File: src/rtl/fp_mul_sequencer_if.sv
// -----------------------------------------------------------------------------
// fp_mul_sequencer_if
// Purpose : bundles the operand/result handshake of the single-precision
//           multiplier sequencer.
// Signals :
//   in_valid / in_ready   operand pair handshake (producer -> sequencer)
//   op_x, op_y            IEEE-754 single operands
//   out_valid / out_ready result handshake (sequencer -> consumer)
//   result                IEEE-754 single product
//   flag_ovf/unf/inv      mutually exclusive status flags held with result
//   busy                  sequencer is not idle
// Modports:
//   master : the side that supplies operands and consumes results
//   slave  : the multiplier sequencer itself
// -----------------------------------------------------------------------------
interface fp_mul_sequencer_if;
  logic        in_valid;
  logic        in_ready;
  logic [31:0] op_x;
  logic [31:0] op_y;
  logic        out_valid;
  logic        out_ready;
  logic [31:0] result;
  logic        flag_ovf;
  logic        flag_unf;
  logic        flag_inv;
  logic        busy;

  modport master (
    output in_valid, op_x, op_y, out_ready,
    input  in_ready, out_valid, result, flag_ovf, flag_unf, flag_inv, busy
  );

  modport slave (
    input  in_valid, op_x, op_y, out_ready,
    output in_ready, out_valid, result, flag_ovf, flag_unf, flag_inv, busy
  );
endinterface

File: src/rtl/fp_mul_sequencer.sv
// -----------------------------------------------------------------------------
// fp_mul_sequencer
// Purpose : multi-cycle IEEE-754 single-precision multiplier. Captures an
//           operand pair, classifies special operands, runs a radix-2
//           shift-add 24x24 mantissa multiply, normalizes, rounds, packs and
//           holds the result until the consumer accepts it.
// Ports   :
//   clk  : clock, rising edge
//   rst  : synchronous active-high reset, discards any operation in flight
//   bus  : fp_mul_sequencer_if.slave (operand/result handshakes, flags, busy)
// Build option:
//   FP_MUL_RNE_EN defined   -> round-to-nearest-even in PACK
//   FP_MUL_RNE_EN undefined -> truncation; guard/sticky logic is not built
// Denormal operands are flushed to zero. Latency from accept edge to
// out_valid: 27 edges for normal operands, 2 edges for special cases.
// -----------------------------------------------------------------------------
module fp_mul_sequencer #(
  parameter int MUL_STEPS = 24,
  parameter int BIAS      = 127
) (
  input logic                 clk,
  input logic                 rst,
  fp_mul_sequencer_if.slave   bus
);

  typedef enum logic [2:0] {
    S_IDLE,
    S_EXP,
    S_MUL,
    S_NORM,
    S_PACK,
    S_OUT
  } state_t;

  state_t             state_q, state_d;
  logic [31:0]        op_x_q, op_x_d;
  logic [31:0]        op_y_q, op_y_d;
  logic               sign_q, sign_d;
  logic signed [9:0]  exp_q, exp_d;
  logic [4:0]         cnt_q, cnt_d;
  logic [47:0]        prod_q, prod_d;
  logic [22:0]        mant_q, mant_d;
  logic               special_q, special_d;
  logic [31:0]        result_q, result_d;
  logic               ovf_q, ovf_d;
  logic               unf_q, unf_d;
  logic               inv_q, inv_d;
  logic               in_ready_q, in_ready_d;
  logic               out_valid_q, out_valid_d;
  logic               busy_q, busy_d;
`ifdef FP_MUL_RNE_EN
  logic               guard_q, guard_d;
  logic               sticky_q, sticky_d;
`endif

  // Operand classification; a zero exponent field covers denormals too.
  logic x_zero, y_zero, x_inf, y_inf, x_nan, y_nan;
  assign x_zero = (op_x_q[30:23] == 8'h00);
  assign y_zero = (op_y_q[30:23] == 8'h00);
  assign x_inf  = (op_x_q[30:23] == 8'hFF) && (op_x_q[22:0] == 23'd0);
  assign y_inf  = (op_y_q[30:23] == 8'hFF) && (op_y_q[22:0] == 23'd0);
  assign x_nan  = (op_x_q[30:23] == 8'hFF) && (op_x_q[22:0] != 23'd0);
  assign y_nan  = (op_y_q[30:23] == 8'hFF) && (op_y_q[22:0] != 23'd0);

  logic              prod_sign;
  logic signed [9:0] exp_sum;
  assign prod_sign = op_x_q[31] ^ op_y_q[31];
  assign exp_sum   = 10'({2'b00, op_x_q[30:23]}) + 10'({2'b00, op_y_q[30:23]})
                   - 10'(BIAS);

  // One shift-add step: the multiplier sits in the low half of prod_q and is
  // consumed LSB first while partial sums enter from the top.
  logic [23:0] mcand;
  logic [24:0] mul_sum;
  assign mcand   = {1'b1, op_x_q[22:0]};
  assign mul_sum = {1'b0, prod_q[47:24]} + (prod_q[0] ? {1'b0, mcand} : 25'd0);

  // Rounding increment; a carry into bit 23 means the mantissa wrapped to
  // 1.0 x 2^(e+1), so the stored fraction becomes zero.
  logic [23:0]       mant_rnd;
  logic signed [9:0] exp_fin;
`ifdef FP_MUL_RNE_EN
  logic round_inc;
  assign round_inc = guard_q & (sticky_q | mant_q[0]);
  assign mant_rnd  = {1'b0, mant_q} + {23'd0, round_inc};
`else
  assign mant_rnd  = {1'b0, mant_q};
`endif
  assign exp_fin = mant_rnd[23] ? (exp_q + 10'sd1) : exp_q;

  always_comb begin
    state_d   = state_q;
    op_x_d    = op_x_q;
    op_y_d    = op_y_q;
    sign_d    = sign_q;
    exp_d     = exp_q;
    cnt_d     = cnt_q;
    prod_d    = prod_q;
    mant_d    = mant_q;
    special_d = special_q;
    result_d  = result_q;
    ovf_d     = ovf_q;
    unf_d     = unf_q;
    inv_d     = inv_q;
`ifdef FP_MUL_RNE_EN
    guard_d   = guard_q;
    sticky_d  = sticky_q;
`endif

    case (state_q)
      S_IDLE: begin
        if (bus.in_valid) begin
          op_x_d  = bus.op_x;
          op_y_d  = bus.op_y;
          ovf_d   = 1'b0;
          unf_d   = 1'b0;
          inv_d   = 1'b0;
          state_d = S_EXP;
        end
      end

      S_EXP: begin
        sign_d    = prod_sign;
        exp_d     = exp_sum;
        cnt_d     = 5'd0;
        prod_d    = {24'd0, 1'b1, op_y_q[22:0]};
        special_d = 1'b1;
        state_d   = S_PACK;
        if (x_nan || y_nan || (x_zero && y_inf) || (x_inf && y_zero)) begin
          result_d = 32'h7FC0_0000;
          inv_d    = 1'b1;
        end else if (x_inf || y_inf) begin
          result_d = {prod_sign, 8'hFF, 23'd0};
        end else if (x_zero || y_zero) begin
          result_d = {prod_sign, 31'd0};
        end else begin
          special_d = 1'b0;
          state_d   = S_MUL;
        end
      end

      S_MUL: begin
        prod_d = {mul_sum, prod_q[23:1]};
        cnt_d  = cnt_q + 5'd1;
        if (cnt_q == 5'(MUL_STEPS - 1)) begin
          state_d = S_NORM;
        end
      end

      S_NORM: begin
        if (prod_q[47]) begin
          mant_d   = prod_q[46:24];
          exp_d    = exp_q + 10'sd1;
`ifdef FP_MUL_RNE_EN
          guard_d  = prod_q[23];
          sticky_d = |prod_q[22:0];
`endif
        end else begin
          mant_d   = prod_q[45:23];
`ifdef FP_MUL_RNE_EN
          guard_d  = prod_q[22];
          sticky_d = |prod_q[21:0];
`endif
        end
        state_d = S_PACK;
      end

      S_PACK: begin
        if (!special_q) begin
          if (exp_fin >= 10'sd255) begin
            result_d = {sign_q, 31'h7F80_0000};
            ovf_d    = 1'b1;
          end else if (exp_fin <= 10'sd0) begin
            result_d = {sign_q, 31'd0};
            unf_d    = 1'b1;
          end else begin
            result_d = {sign_q, exp_fin[7:0], mant_rnd[22:0]};
          end
        end
        state_d = S_OUT;
      end

      S_OUT: begin
        if (bus.out_ready) begin
          state_d = S_IDLE;
        end
      end

      default: state_d = S_IDLE;
    endcase

    // Handshake outputs are registered from the next state so they line up
    // with the state they describe.
    in_ready_d  = (state_d == S_IDLE);
    busy_d      = (state_d != S_IDLE);
    out_valid_d = (state_d == S_OUT);
  end

  always_ff @(posedge clk) begin
    if (rst) begin
      state_q     <= S_IDLE;
      op_x_q      <= 32'd0;
      op_y_q      <= 32'd0;
      sign_q      <= 1'b0;
      exp_q       <= 10'sd0;
      cnt_q       <= 5'd0;
      prod_q      <= 48'd0;
      mant_q      <= 23'd0;
      special_q   <= 1'b0;
      result_q    <= 32'd0;
      ovf_q       <= 1'b0;
      unf_q       <= 1'b0;
      inv_q       <= 1'b0;
      in_ready_q  <= 1'b1;
      out_valid_q <= 1'b0;
      busy_q      <= 1'b0;
`ifdef FP_MUL_RNE_EN
      guard_q     <= 1'b0;
      sticky_q    <= 1'b0;
`endif
    end else begin
      state_q     <= state_d;
      op_x_q      <= op_x_d;
      op_y_q      <= op_y_d;
      sign_q      <= sign_d;
      exp_q       <= exp_d;
      cnt_q       <= cnt_d;
      prod_q      <= prod_d;
      mant_q      <= mant_d;
      special_q   <= special_d;
      result_q    <= result_d;
      ovf_q       <= ovf_d;
      unf_q       <= unf_d;
      inv_q       <= inv_d;
      in_ready_q  <= in_ready_d;
      out_valid_q <= out_valid_d;
      busy_q      <= busy_d;
`ifdef FP_MUL_RNE_EN
      guard_q     <= guard_d;
      sticky_q    <= sticky_d;
`endif
    end
  end

  assign bus.in_ready  = in_ready_q;
  assign bus.out_valid = out_valid_q;
  assign bus.result    = result_q;
  assign bus.flag_ovf  = ovf_q;
  assign bus.flag_unf  = unf_q;
  assign bus.flag_inv  = inv_q;
  assign bus.busy      = busy_q;

endmodule

File: src/flat_wrapper.sv
// flat-port wrapper written by rule: the top's interface ports become plain ports
module fp_mul_sequencer_flat 
#(
  parameter int MUL_STEPS = 24,
  parameter int BIAS      = 127
)
  (clk, rst, bus_in_valid, bus_op_x, bus_op_y, bus_out_ready, bus_in_ready, bus_out_valid, bus_result, bus_flag_ovf, bus_flag_unf, bus_flag_inv, bus_busy);
  fp_mul_sequencer_if bus_i ();
  input logic clk;
  input logic rst;
  input wire logic [$bits(bus_i.in_valid)-1:0] bus_in_valid;
  input wire logic [$bits(bus_i.op_x)-1:0] bus_op_x;
  input wire logic [$bits(bus_i.op_y)-1:0] bus_op_y;
  input wire logic [$bits(bus_i.out_ready)-1:0] bus_out_ready;
  output wire logic [$bits(bus_i.in_ready)-1:0] bus_in_ready;
  output wire logic [$bits(bus_i.out_valid)-1:0] bus_out_valid;
  output wire logic [$bits(bus_i.result)-1:0] bus_result;
  output wire logic [$bits(bus_i.flag_ovf)-1:0] bus_flag_ovf;
  output wire logic [$bits(bus_i.flag_unf)-1:0] bus_flag_unf;
  output wire logic [$bits(bus_i.flag_inv)-1:0] bus_flag_inv;
  output wire logic [$bits(bus_i.busy)-1:0] bus_busy;
  assign bus_i.in_valid = bus_in_valid;
  assign bus_i.op_x = bus_op_x;
  assign bus_i.op_y = bus_op_y;
  assign bus_i.out_ready = bus_out_ready;
  assign bus_in_ready = bus_i.in_ready;
  assign bus_out_valid = bus_i.out_valid;
  assign bus_result = bus_i.result;
  assign bus_flag_ovf = bus_i.flag_ovf;
  assign bus_flag_unf = bus_i.flag_unf;
  assign bus_flag_inv = bus_i.flag_inv;
  assign bus_busy = bus_i.busy;
  fp_mul_sequencer #(.MUL_STEPS(MUL_STEPS), .BIAS(BIAS)) u_core (.clk(clk), .rst(rst), .bus(bus_i));
endmodule
File: config.mk
export PLATFORM = sky130hd
export DESIGN_NAME = fp_mul_sequencer_flat
export DESIGN_NICKNAME = d
export VERILOG_FILES = /design/src/rtl/fp_mul_sequencer_if.sv /design/src/rtl/fp_mul_sequencer.sv /design/src/flat_wrapper.sv
export SDC_FILE = /design/constraint.sdc
export NUM_CORES = 1
export LEC_CHECK = 0
export CAP_MARGIN = 20
export CELL_PAD_IN_SITES_DETAIL_PLACEMENT = 0
export CELL_PAD_IN_SITES_GLOBAL_PLACEMENT = 1
export CORE_MARGIN = 3
export CORE_UTILIZATION = 42
export CTS_CLUSTER_SIZE = 16
export DETAILED_ROUTE_END_ITERATION = 16
export HOLD_SLACK_MARGIN = 0.05
export PLACE_DENSITY_LB_ADDON = 0.1
export SYNTH_ARGS = -nofsm -noshare
export SYNTH_HDL_FRONTEND = slang
export SYNTH_SLANG_ARGS = --single-unit
File: constraint.sdc
create_clock -name clk -period 3.1 [get_ports clk]
set_clock_uncertainty 0.05 [all_clocks]
set_input_delay 0.62 -clock clk [delete_from_list [all_inputs] [get_ports clk]]
set_output_delay 0.62 -clock clk [all_outputs]
set_load 0.03 [all_outputs]
* After elaboration in Yosys (flattened, before gate mapping)
Index checks and enable logic that the tools add are counted.
** Word-level totals
- Output and inout port bits :: 38
- Register bits :: 193
- Input bits :: 68
** Cells by class
- Reductions and logical operators :: 31
- $lt $le $gt $ge :: 2
- Bitwise operators :: 1
- Equality and inequality tests :: 17
- Muxes and demuxes :: 33
- Add/sub/neg operators :: 5
** Operator list (number)
- $mux W32 :: 4
- $pmux W48 S2 :: 1
- $pmux W32 S2 :: 1
- $mux W31 :: 2
- $logic_not A23 Y1 :: 2
- $reduce_bool A23 Y1 :: 2
- $add A24 B25 Y25 :: 1
- $mux W24 :: 1
- $mux W23 :: 1
- $pmux W10 S2 :: 1
- $mux W3 :: 6
- $pmux W3 S6 :: 1
- $eq A8 B8 Y1 const B :: 2
- $logic_not A8 Y1 :: 2
- $add A10 B2 Y10 const B :: 1
- $ge A10 B9 Y1 const B :: 1
- $le A10 B1 Y1 const B :: 1
- $mux W1 :: 10
- $mux W10 :: 1
- $pmux W5 S2 :: 1
- $reduce_bool A2 Y1 :: 5
- $sub A10 B7 Y10 const B :: 1
- $add A8 B8 Y9 :: 1
- $eq A3 B3 Y1 const B :: 3
- other kinds (17) :: 37

* Depth between registers and ports, before layout
- Word-level depth :: 8
- Mapped depth :: 11

* Least setup slack after synthesis
No wires, ideal clock.
- Path type :: reg2reg
- From :: register u_core.prod_q[0]
- To :: register u_core.prod_q[45]
- Data arrival time :: 2.453 ns
- Setup time :: 0.122 ns
- Stages on the path, launching flop included :: 11
- Setup slack :: 0.475 ns
- Period minus slack after synthesis :: 2.625 ns
- Data required time :: 2.928 ns
- Path buffers :: 1
- Cells stage by stage :: dfxtp_1 > clkbuf_1 > nand2_1 > fa_1 > nor2b_4 > o31ai_2 > a31o_4 > a41oi_4 > a2bb2oi_2 > mux2_1 > a221o_1
** On the way
- Longest elaborated chain between the ends :: 3
** Ends and longest elaborated chain
- from (decl) :: RTL line fp_mul_sequencer.sv:41 : logic [47:0] prod_q, prod_d;
- from (signal assigned) :: RTL line fp_mul_sequencer.sv:228 : prod_q <= prod_d;
- $mux W24 :: RTL line fp_mul_sequencer.sv:76 : assign mul_sum = {1'b0, prod_q[47:24]} + (prod_q[0] ? {1'b0, mcand} : 25'd0);
- $add A24 B25 Y25 :: RTL line fp_mul_sequencer.sv:76
- $pmux W48 S2 :: RTL line fp_mul_sequencer.sv:110 : case (state_q)
Every way passes these cells.
A chain may end at the register's enable or synchronous reset.

* Final worst setup path
Ends and elaborated chain as after synthesis.

==> summary.txt <==
Clocking
  • Worst-skew pair later-pin latency: 0.44 ns
  • Clock Tree Root: clkbuf_16
  • Setup bufs post-CTS: 0
  • CTS max path bufs: 2
  • Clock transition at path regs: 0.07 ns
  • TritonCTS clock tree: built
  • H-tree levels: 4
  • Hold buffer count at cts: 0
  • Total CTS buffers: 17
  • TritonCTS Sinks: 193
  • Resized Gates After CTS: 0

Cells and area
  • Fraction of layout cells with a size suffix above 1: 5.48%
  • Area growth, synth to finish: 20.5%
  • # diodes: 0
  • # nets final: 1334
  • Fillers: 2123
  • Design area: 11200 um^2

Global routing
  • GRT overflow: 0
  • First-pass GRT wire length: 39600 um
  • Total track usage: 20.1%
  • Initial antenna violation count: 0
  • Largest net degree at the start of global routing: 83
  • Vias in the first global route: 7569

Setup path
  • CP peak stage delay: 0.49 ns
  • Arrival time worst endpoint: 3.05 ns
  • Worst EP required: 3.38 ns
  • Crit-path leading delay family: compound AO/OA/AOI/OAI gates
  • Worst Path Class, Setup: reg -> reg
  • Startpoint class of the critical path: flop
  • Crit end category: flop
  • Critical path buffers and inverters: 1
  • Crit path max fanout: 23
  • CP max stage cell: fa_1
  • CP cell instances: buf_4 -> nand2_1 -> fa_1 -> nor2b_4 -> o31ai_2 -> a31o_4 -> a41oi_4 -> a2bb2oi_2 -> mux2_1 -> a221o_1

Floorplan
  • Total core area: 21400 um^2
  • Die X-Extent: 155 um
  • Total die area: 24000 um^2
  • Die Y: 155 um
  • I/O pins: 106
  • Starting Density: 43.6%
  • Cell row count: 53

STA
  • Final hold violation count: 0
  • Final worst-path cycle share: 89.6%
  • Slew at the pin with the worst max-slew slack: 0.858 ns
  • Relative slew slack: 42.8%
  • Setup TNS Final: 0 ns
  • Final number of max-transition violations: 0
  • RSZ-0062 raised after global routing: no
  • Setup violators final: 0
  • Fmax achieved: 0.360 GHz
  • Final Critical Period: 2.78 ns

Synth
  • Post-Synthesis Cells: 1152
  • Most common cell in the netlist: nand2_1
  • Multiplexer area fraction after synthesis: 2.69%
  • Seq/Total Area, Yosys: 41.4%
  • Synth top cells by count: nand2_1 (209), dfxtp_1 (193), a21oi_1 (131), nor2_1 (131), a22oi_1 (57)
  • Synth Area in Simple Gates: 21.6%
  • Synthesized cell area: 9330 um^2
  • Main combinational cell family by area after synthesis: compound AO/OA/AOI/OAI gates
  • Synth top area share: 41.4%
  • Synth cell types: 66
  • Yosys warns: 0
  • Synth area leaders: dfxtp_1 (41%), nand2_1 (8.4%), a21oi_1 (7.0%), nor2_1 (5.3%), ha_1 (4.8%)
  • Syn_nets: 1258
  • Post-synth EDFFs: 0
  • Top_reg_cell synth: dfxtp_1
  • Async SR Flop Fraction: 0%
  • Area fraction in compound gates after synthesis: 23.8%
  • Post-synthesis adder-cell area fraction: 5.26%
  • Largest area contributor in the netlist: dfxtp_1
  • Syn avg cell area: 8.10 um^2
  • Post-synthesis register bit count: 193
  • Synth Area in XOR/XNOR: 1.88%

Detailed routing
  • DR vias: 8230
  • Final ANT Viol Nets: 0
  • Routed WL: 24300 um
  • M1 WL: 12800 um
  • Via density per instance: 5.43
  • Initial DRC Count: 583
  • Avg WL per Cell: 16.0 um
  • Router iterations before antenna repair: 5
  • Met2 wire len: 10200 um
  • WL met3: 904 um
  • # DRC: 0
  • Highest metal used: met4

Placement
  • GPL Wtd Cong: 0.880
  • Input/output buffers: 105
  • Placed Area: 10700 um^2
  • HPWL after DPL: 17200 um

Power
  • P_leak: 0.00406 uW
  • PwrDens: 626 nW/um^2
  • Flop pwr share: 42.7%
  • Switching Fraction: 34.9%
  • Combinational share of power: 25.5%
  • Peak supply drop: 0.375 mV
  • Internal power: 4580 uW
  • Clock power share: 31.7%
  • P_sw: 2460 uW

Worst hold path
  • HP Class: reg -> reg

Job
  • Max-cap violations: 0

Status
  • Outcome: finished, final reports clean
[worst register-to-register path: stages (launching register included)]
cell and delay, ns:
dfxtp_1 0.34, buf_4 0.23, nand2_1 0.13, fa_1 0.49, nor2b_4 0.15, o31ai_2 0.08, a31o_4 0.27, a41oi_4 0.26
a2bb2oi_2 0.10, mux2_1 0.31, a221o_1 0.26
[stage by stage]
step | std cells | util, % | power (uW) | hold slack [ns] | setup WS (ns)
after floorplan | 1152 | - | 4180 | 0.387 | 0.475
after global placement | 1484 | 49.7 | 4860 | 0.394 | 0.384
after detailed placement | 1484 | 49.7 | 4880 | 0.397 | 0.316
after CTS | 1516 | 52.5 | 7120 | 0.407 | 0.302
after global routing | 1516 | 52.5 | 7440 | 0.424 | 0.134
final | 1516 | 52.5 | 7040 | 0.406 | 0.322
[worst paths after layout]
kind / cells past startpoint / endpoint / startpoint / slack, ns
min: 2 / u_core.prod_q[7] / u_core.prod_q[7] / 0.41
max reg2reg: 10 / u_core.prod_q[45] / u_core.prod_q[0] / 0.32
min reg2reg: 2 / u_core.prod_q[7] / u_core.prod_q[7] / 0.41
max: 10 / u_core.prod_q[45] / u_core.prod_q[0] / 0.32
[registers in the layout, indices dropped and copies added (netlist names), 3 cells and up]
register,count
u_core.bus.result,32
u_core.mant_q,23
u_core.op_x_q,32
u_core.state_q,3
u_core.exp_fin,10
u_core.op_y_q,32
u_core.cnt_q,5
u_core.prod_q,48
[cells in the final DEF (no fill, tap or decap), drive strengths merged, types with 3 or more instances in the layout]
cell           instances
a21o                   8
nand2b                 5
nor4                  15
xor2                  11
nand4                 11
o31ai                  4
a211oi                45
or2                    4
a21oi                131
clkbuf                17
and2                  27
nor2b                  6
dfxtp                193
a31oi                  8
nor2                 131
a22oi                 57
o21bai                 3
buf                   18
inv                   22
and3                   6
nand3b                 4
a311oi                 3
or3                    5
nor3                  11
nand3                 15
o21ai                 34
xnor2                  9
ha                    36
mux2i                 24
clkinv                 5
clkdlybuf4s50        104
a32o                   4
nor4b                  3
o21a                  10
o211ai                 7
nand2                209
o22ai                  3
[cells by family after synthesis]
kind of cell | after synthesis
AO/OA/AOI/OAI | 338
XOR/XNOR | 20
adder cells (fa/ha/maj) | 38
buffers and inverters | 80
flip-flops | 193
multiplexers | 25
AND/OR/NAND/NOR | 458
[power by group through the flow]
stage	Combinational, uW	Clock (uW)	Sequential, uW
after floorplan	1080	0	3100
after global placement	1800	0	3060
after global routing	2010	2380	3050
after CTS	1820	2290	3010
after detailed placement	1810	0	3060
final	1800	2230	3010
[layout make-up]
class | count | area (um^2) | area share (%)
tap | 275 | 344 | 3.06
inverter | 15 | 56.3 | 0.501
timing repair buffer | 122 | 1210 | 10.8
clock buffer | 17 | 425 | 3.78
sequential | 193 | 3860 | 34.3
clock inverter | 15 | 170 | 1.51
multi-input combinational | 879 | 5170 | 46.0
[per-layer routing]
metal  global-route usage (%)  vias up
li1                         -     4271
met1                     30.2     3785
met2                     29.2      153
met3                     3.70       21
met4                     5.72        0
met5                        0        -
Note: power is estimated with default switching activity, not from simulation.
